--- src/rtl/snd_rom_arb_pkg.sv ---
// ============================================================================
// snd_rom_arb_pkg : shared types and constants for the sound ROM arbiter
// Rev 1.0
// ============================================================================
`default_nettype none

package snd_rom_arb_pkg;

  typedef enum logic [1:0] {
    ST_IDLE = 2'd0,
    ST_ADDR = 2'd1,
    ST_DATA = 2'd2
  } arb_state_e;

  localparam logic GNT_CPU = 1'b0;
  localparam logic GNT_AUX = 1'b1;

  localparam int DEF_ADDR_W = 12;
  localparam int DEF_DATA_W = 8;

endpackage

`default_nettype wire

--- src/rtl/snd_rom_starve_ctr.sv ---
// ============================================================================
// snd_rom_starve_ctr : counts cpu wins while aux waits; forces an aux grant
// Rev 1.0
// ============================================================================
`default_nettype none

module snd_rom_starve_ctr #(
  parameter int STARVE_LIMIT = 8
) (
  input  logic clock_i,
  input  logic reset_i,
  input  logic idle_i,
  input  logic cpu_gnt_i,
  input  logic aux_gnt_i,
  input  logic aux_req_i,
  input  logic aux_elig_i,
  output logic force_aux_o
);

  localparam logic [7:0] LIMIT = 8'(STARVE_LIMIT);

  logic [7:0] cnt_q;
  logic [7:0] cnt_d;

  always_comb begin
    cnt_d = cnt_q;
    if (idle_i) begin
      if (aux_gnt_i) begin
        cnt_d = 8'd0;
      end else if (cpu_gnt_i && aux_elig_i) begin
        // saturate so an unreachable limit can never wrap back to zero
        cnt_d = (cnt_q == 8'hFF) ? cnt_q : cnt_q + 8'd1;
      end else if (!aux_req_i) begin
        cnt_d = 8'd0;
      end
    end
  end

  always_ff @(posedge clock_i or posedge reset_i) begin
    if (reset_i) begin
      cnt_q <= 8'd0;
    end else begin
      cnt_q <= cnt_d;
    end
  end

  assign force_aux_o = (cnt_q == LIMIT) && aux_elig_i;

endmodule

`default_nettype wire

--- src/rtl/snd_rom_arbiter.sv ---
// ============================================================================
// snd_rom_arbiter : cpu/aux sharing of a 1-cycle-latency sound ROM
// Optional starvation guard: define SND_ROM_ARB_STARVE_GUARD_EN.   Rev 1.0
// ============================================================================
`default_nettype none

module snd_rom_arbiter
  import snd_rom_arb_pkg::*;
#(
  parameter int ADDR_W       = DEF_ADDR_W,
  parameter int DATA_W       = DEF_DATA_W,
  parameter int STARVE_LIMIT = 8
) (
  input  logic              clock_i,
  input  logic              reset_i,
  input  logic              cpu_req_i,
  input  logic [ADDR_W-1:0] cpu_addr_i,
  output logic              cpu_ack_o,
  output logic [DATA_W-1:0] cpu_data_o,
  input  logic              aux_req_i,
  input  logic [ADDR_W-1:0] aux_addr_i,
  output logic              aux_ack_o,
  output logic [DATA_W-1:0] aux_data_o,
  output logic [ADDR_W-1:0] rom_addr_o,
  input  logic [DATA_W-1:0] rom_data_i,
  output logic              busy_o
);

  if (STARVE_LIMIT < 1 || STARVE_LIMIT > 255) begin : g_bad_starve_limit
    $error("snd_rom_arbiter: STARVE_LIMIT must be within 1..255");
  end

  arb_state_e        state_q, state_d;
  logic [ADDR_W-1:0] rom_addr_q, rom_addr_d;
  logic [DATA_W-1:0] cpu_data_q, cpu_data_d;
  logic [DATA_W-1:0] aux_data_q, aux_data_d;
  logic              cpu_ack_q, cpu_ack_d;
  logic              aux_ack_q, aux_ack_d;
  logic              gnt_q, gnt_d;

  logic idle;
  logic cpu_elig;
  logic aux_elig;
  logic force_aux;
  logic cpu_gnt;
  logic aux_gnt;

  // a requester's own ack cycle masks its req, giving it one cycle to drop it
  assign idle     = (state_q == ST_IDLE);
  assign cpu_elig = cpu_req_i && !cpu_ack_q;
  assign aux_elig = aux_req_i && !aux_ack_q;
  assign cpu_gnt  = idle && cpu_elig && !force_aux;
  assign aux_gnt  = idle && aux_elig && !cpu_gnt;

`ifdef SND_ROM_ARB_STARVE_GUARD_EN
  snd_rom_starve_ctr #(
    .STARVE_LIMIT (STARVE_LIMIT)
  ) u_starve_ctr (
    .clock_i     (clock_i),
    .reset_i     (reset_i),
    .idle_i      (idle),
    .cpu_gnt_i   (cpu_gnt),
    .aux_gnt_i   (aux_gnt),
    .aux_req_i   (aux_req_i),
    .aux_elig_i  (aux_elig),
    .force_aux_o (force_aux)
  );
`else
  assign force_aux = 1'b0;
`endif

  always_comb begin
    state_d    = state_q;
    rom_addr_d = rom_addr_q;
    cpu_data_d = cpu_data_q;
    aux_data_d = aux_data_q;
    cpu_ack_d  = 1'b0;
    aux_ack_d  = 1'b0;
    gnt_d      = gnt_q;
    unique case (state_q)
      ST_IDLE: begin
        if (cpu_gnt) begin
          rom_addr_d = cpu_addr_i;
          gnt_d      = GNT_CPU;
          state_d    = ST_ADDR;
        end else if (aux_gnt) begin
          rom_addr_d = aux_addr_i;
          gnt_d      = GNT_AUX;
          state_d    = ST_ADDR;
        end
      end
      ST_ADDR: begin
        state_d = ST_DATA;
      end
      ST_DATA: begin
        if (gnt_q == GNT_CPU) begin
          cpu_data_d = rom_data_i;
          cpu_ack_d  = 1'b1;
        end else begin
          aux_data_d = rom_data_i;
          aux_ack_d  = 1'b1;
        end
        state_d = ST_IDLE;
      end
      default: begin
        state_d = ST_IDLE;
      end
    endcase
  end

  always_ff @(posedge clock_i or posedge reset_i) begin
    if (reset_i) begin
      state_q    <= ST_IDLE;
      rom_addr_q <= '0;
      cpu_data_q <= '0;
      aux_data_q <= '0;
      cpu_ack_q  <= 1'b0;
      aux_ack_q  <= 1'b0;
      gnt_q      <= GNT_CPU;
    end else begin
      state_q    <= state_d;
      rom_addr_q <= rom_addr_d;
      cpu_data_q <= cpu_data_d;
      aux_data_q <= aux_data_d;
      cpu_ack_q  <= cpu_ack_d;
      aux_ack_q  <= aux_ack_d;
      gnt_q      <= gnt_d;
    end
  end

  assign rom_addr_o = rom_addr_q;
  assign cpu_data_o = cpu_data_q;
  assign aux_data_o = aux_data_q;
  assign cpu_ack_o  = cpu_ack_q;
  assign aux_ack_o  = aux_ack_q;
  assign busy_o     = !idle;

endmodule

`default_nettype wire
--- config.mk ---
export PLATFORM = sky130hd
export DESIGN_NAME = snd_rom_arbiter
export DESIGN_NICKNAME = d
export VERILOG_FILES = /design/src/rtl/snd_rom_arb_pkg.sv /design/src/rtl/snd_rom_starve_ctr.sv /design/src/rtl/snd_rom_arbiter.sv
export SDC_FILE = /design/constraint.sdc
export NUM_CORES = 1
export LEC_CHECK = 0
export CORE_AREA = 4 4 63 65
export CTS_CLUSTER_DIAMETER = 30
export DETAILED_ROUTE_END_ITERATION = 16
export DIE_AREA = 0 0 67 69
export PLACE_DENSITY = 0.93
export RECOVER_POWER = 25
export SYNTH_ARGS = -nofsm -noshare
export SYNTH_HDL_FRONTEND = slang
export SYNTH_SLANG_ARGS = --single-unit
--- constraint.sdc ---
create_clock -name clock_i -period 2.9 [get_ports clock_i]
set_clock_uncertainty 0.2 [all_clocks]
set_input_delay 0.29 -clock clock_i [delete_from_list [all_inputs] [get_ports clock_i]]
set_output_delay 0.29 -clock clock_i [all_outputs]
set_load 0.03 [all_outputs]
Word-level counts from Yosys, hierarchy flattened
Cells that the tools add are included.

Mux-type cells: 11. Equality and inequality tests: 3. Bitwise logic cells: 1. Reductions and logical operators: 14.

Operators by type and width (count): $mux W12 (2); $mux W1 (6); $reduce_and A2 Y1 (3); $logic_and A1 B1 Y1 (5); $logic_not A1 Y1 (4); $mux W2 (2); $pmux W2 S2 (1); $ne A3 B1 Y1 const B (1); $eq A2 B1 Y1 const B (1); $eq A2 B2 Y1 const B (1); $logic_not A2 Y1 (1); $reduce_bool A2 Y1 (1); $not A1 Y1 (1).

Register bits: 33. Word-level logic and storage cells: 36.

Logic depth before layout (Yosys ltp)
Depth in word-level cells: 8. Gate-level depth with buffers: 4. Mapped depth without buffers: 3.

Worst setup path before layout
No wires, ideal clock.

Kind: register to register. From: reg aux_ack_q, in the netlist aux_ack_o. To: reg rom_addr_q[0], in the netlist rom_addr_o[0]. Stages on the path, launching flop included: 5. Slack: 1155 ps. Arrival time: 1413 ps. Data required time: 2567 ps. Library setup time: 133 ps. Cell sequence: dfrtp_1 or4b_4 buf_6 o32ai_2 a21oi_1.

Longest elaborated chain between the ends: 6.

RTL lines: from (decl) (line snd_rom_arbiter.sv:38) `logic aux_ack_q, aux_ack_d;`; from (signal assigned) (line snd_rom_arbiter.sv:126) `aux_ack_q <= aux_ack_d;`; $logic_not A1 Y1 (line snd_rom_arbiter.sv:51) `assign aux_elig = aux_req_i && !aux_ack_q;`; $logic_and A1 B1 Y1 (line snd_rom_arbiter.sv:51); $logic_and A1 B1 Y1 (2 in series) (line snd_rom_arbiter.sv:53) `assign aux_gnt = idle && aux_elig && !cpu_gnt;`; $reduce_bool A2 Y1 (no source line); $reduce_and A2 Y1 (no source line); to (signal assigned) (line snd_rom_arbiter.sv:122) `rom_addr_q <= rom_addr_d;`; to (decl) (line snd_rom_arbiter.sv:34) `logic [ADDR_W-1:0] rom_addr_q, rom_addr_d;`.

Every way passes these cells. A chain may end at the register's enable or synchronous reset.

Worst setup path after layout
From: in cpu_req_i. To: reg rom_addr_q[3], in the netlist rom_addr_o[3].

Longest elaborated chain between the ends: 6.

RTL lines: from (decl) (line snd_rom_arbiter.sv:16) `input logic cpu_req_i,`; $logic_and A1 B1 Y1 (*) (line snd_rom_arbiter.sv:50) `assign cpu_elig = cpu_req_i && !cpu_ack_q;`; $logic_and A1 B1 Y1 (*) (line snd_rom_arbiter.sv:52) `assign cpu_gnt = idle && cpu_elig && !force_aux;`; $logic_not A1 Y1 (line snd_rom_arbiter.sv:53); $logic_and A1 B1 Y1 (line snd_rom_arbiter.sv:53); $reduce_bool A2 Y1 (no source line); $reduce_and A2 Y1 (no source line).

Mark *: on every way between the ends. The rest lies on a longest branch, timed or not.

==> impl_metrics.sql <==
INSERT INTO impl_metrics (metric_group, metric, value, unit) VALUES
('timing', 'layout_worst_path_cycle_share', '85.1', '%'),
('global_routing', 'grt_antenna_before_repair', '0', ''),
('pwr', 'power.density_cell_area', '1150', 'nW/um^2'),
('critical_path', 'cp_slowest_stage_delay', '0.95', 'ns'),
('timing', 'setup_viol', '0', ''),
('synthesis', 'synth.yosys.seq_area_share', '58.6', '%'),
('clock_network', 'cts_inserted_buffers', '5', ''),
('floorplanning', 'floorplan.die.height', '69', 'um'),
('placed_design', 'port-buffer-count', '66', ''),
('flow_run', 'max-cap-violations', '1', ''),
('hold_path', 'timing.hold.worst.start', 'cpu_data_o[2]', ''),
('pwr', 'power_leakage', '0.929', 'nW'),
('critical_path', 'worst-path-max-fanout', '13', ''),
('detailed_routing', 'antenna_violating_nets_post_route', '0', ''),
('global_routing', 'first_global_vias', '1280', ''),
('critical_path', 'reg2reg_depth', '4', ''),
('synthesis', 'synthDistinctLibCells', '18', ''),
('synthesis', 'ys_top_cells_by_area', 'dfrtp_1 59%, mux2_2 13%, o32ai_2 10%, a21oi_1 4.3%, inv_1 4.3%', ''),
('status', 'violations_in_the_final_reports', 'max-capacitance violations, max-slew violations', ''),
('detailed_routing', 'detailedRoute.firstIterationViolations', '60', ''),
('hold_path', 'whs_endpoint', 'cpu_data_o[2]', ''),
('synthesis', 'synthesis.area_per_instance', '13.6', 'um^2'),
('clock_network', 'cts.root.buffer_cell', 'clkbuf_4', ''),
('synthesis', 'synth.yosys.warnings', '0', ''),
('status', 'outcome', 'complete, but fails checks', ''),
('floorplanning', 'initial_utilization', '42.3', '%'),
('synthesis', 'ff_latch_count_synth', '33', ''),
('critical_path', 'worst_setup_path_startpoint', 'cpu_req_i', ''),
('clock_network', 'clkSlewWorstSetupHoldPaths', '0.09', 'ns'),
('hold_path', 'min_delay_path_depth', '1', ''),
('global_routing', 'grt_start_max_net_pins', '34', ''),
('clock_network', 'cts_tree', 'done', ''),
('timing', 'timing_hold_violations_final', '0', ''),
('synthesis', 'synth_top_area_share', '58.6', '%'),
('global_routing', 'grt_use_total', '15.8', '%'),
('finish', 'ratio_of_cells_with_drive_above_1_in_the_final_layout', '20.0', '%'),
('timing', 'slew_headroom', '-13.5', '%'),
('critical_path', 'start_kind', 'primary input', ''),
('critical_path', 'rr_endpoint', 'rom_addr_o[3]', ''),
('synthesis', 'post_synth_inst_count', '104', ''),
('critical_path', 'worstPathCellList', 'clkdlybuf4s50_1, nor2b_1, o21bai_1, buf_4, a21oi_1', ''),
('detailed_routing', 'route.detailed.wl_per_inst', '15.6', 'um'),
('clock_network', 'worstSkewPairLatency', '0.32', 'ns'),
('floorplanning', 'pin_count', '67', ''),
('placed_design', 'dp_hpwl', '2.66', 'mm'),
('floorplanning', 'core-area', '3340', 'um^2'),
('floorplanning', 'design.die.area', '4620', 'um^2'),
('detailed_routing', 'wirelength', '3.45', 'mm'),
('timing', 'layout_min_cycle_time', '2.47', 'ns'),
('synthesis', 'total_nets_after_synthesis', '140', ''),
('timing', 'grt_setup_unrepaired', 'no', ''),
('critical_path', 'path_class', 'in2reg', ''),
('detailed_routing', 'number_of_search_and_repair_iterations_in_the_first_detailed_routing_pass', '4', ''),
('clock_network', 'postCtsResizedCells', '0', ''),
('placed_design', 'finalWeightedCongestion', '0.732', ''),
('critical_path', 'endpoint_kind', 'flop', ''),
('clock_network', 'h-tree-depth', '2', ''),
('pwr', 'power.ir.vdd_worst', '0.000621', 'V'),
('timing', 'timing.fmax', '0.405', 'GHz'),
('finish', 'number_of_nets_in_the_layout', '211', ''),
('detailed_routing', 'remaining_drc_errors', '0', ''),
('global_routing', 'global_route.overflow_total', '0', ''),
('clock_network', 'max_buffers_root_to_sink', '2', ''),
('clock_network', 'cts_num_sinks', '33', ''),
('critical_path', 'arrival', '2.51', 'ns'),
('global_routing', 'grt_pass1_wl', '5.66', 'mm'),
('finish', 'filler_cells', '261', ''),
('synthesis', 'synthesis.area', '1410', 'um^2'),
('timing', 'finalMaxSlewViolations', '34', ''),
('detailed_routing', 'via_count', '1090', ''),
('floorplanning', 'chipWidth', '67', 'um');
[worst max path at each step]
stage	slack, ns	cells after the start	to
2_1_floorplan	1.15	4	rom_addr_o[0]
4_1_cts	0.42	5	rom_addr_o[3]
3_3_place_gp	0.23	5	rom_addr_o[5]
6_report	0.43	5	rom_addr_o[3]
5_1_grt	0.26	5	rom_addr_o[7]
3_5_place_dp	0.11	5	rom_addr_o[7]
[state kept, by name, indices dropped and copies added, names as in the netlist]
register,cells
cpu_data_o,8
aux_data_o,8
cpu_ack_o,1
gnt_q,1
state_q,2
aux_ack_o,1
rom_addr_o,12
[routing by layer]
metal	up-vias	global-route usage (%)	part of all wire, %
li1	511	-	-
met1	521	16.6	36
met2	53	28.2	53
met3	5	6.17	10
met4	0	4.73	1.0
met5	-	0	0
[metrics by stage]
| step | power, W | utilization, % | area (um^2) | hold slack, ns | setup WS, ns |
|---|---|---|---|---|---|
| 6_report | 0.00249 | 65.0 | 2170 | 0.311 | 0.433 |
| 5_1_grt | 0.00264 | 65.0 | 2170 | 0.333 | 0.265 |
| 4_1_cts | 0.00252 | 65.1 | 2170 | 0.149 | 0.425 |
| 3_5_place_dp | 0.00226 | 63.5 | 2120 | 0.295 | 0.110 |
| 3_3_place_gp | 0.00221 | 63.5 | 2120 | 0.288 | 0.234 |
| 2_1_floorplan | 0.00167 | - | 1410 | 0.219 | 1.15 |
[final cells by class]
type                            instances  area (um^2)  area share [%]
Sequential cell                        33          826            38.1
Timing Repair Buffer                   69          679            31.3
Multi-Input combinational cell         50          492            22.7
Inverter                               16         60.1            2.77
Tap cell                               46         57.6            2.65
Clock buffer                            7         55.1            2.54
[report_power, final]
group          internal [W]  switching [W]  total, W
logic              0.000639       0.000776   0.00142
clock network      0.000114       0.000137  0.000251
registers          0.000686       0.000135  0.000822
[critical path, delay by kind of cell]
family,cells,cell delay (ns)
simple gates,1,0.95
buf+inv,2,0.74
compound gates,2,0.53
[cells in the final DEF (no fill, tap or decap)]
cell type,netlist,final
dfrtp_1,33,33
or2_2,1,1
clkbuf_4,0,5
clkdlybuf4s50_1,0,65
o32ai_2,9,9
nor2b_1,3,3
o32ai_1,3,3
a21boi_0,1,1
clkbuf_1,1,2
buf_4,1,2
dlygate4sd3_1,0,1
or4b_1,1,1
nor3b_1,1,1
inv_1,16,16
or4b_4,1,1
a21oi_1,12,12
o21bai_1,1,1
nand3b_1,1,1
clkbuf_8,0,1
mux2_2,16,16
[cells in the mapped netlist]
cell type and number:
dfrtp_1 33, inv_1 16, mux2_2 16, a21oi_1 12, o32ai_2 9, nor2b_1 3
o32ai_1 3, buf_2 2, a21boi_0 1, buf_4 1, buf_6 1, clkbuf_1 1
nand3b_1 1, nor3b_1 1, o21bai_1 1, or2_2 1, or4b_1 1, or4b_4 1
[cells by family after synthesis]
logic type,count (synthesis),synth area share (%)
flops,33,58.6
buf+inv,21,6.57
compound gates,26,17.6
mux,16,12.8
simple gates,8,4.53
Power figures use the tool's default switching activity.
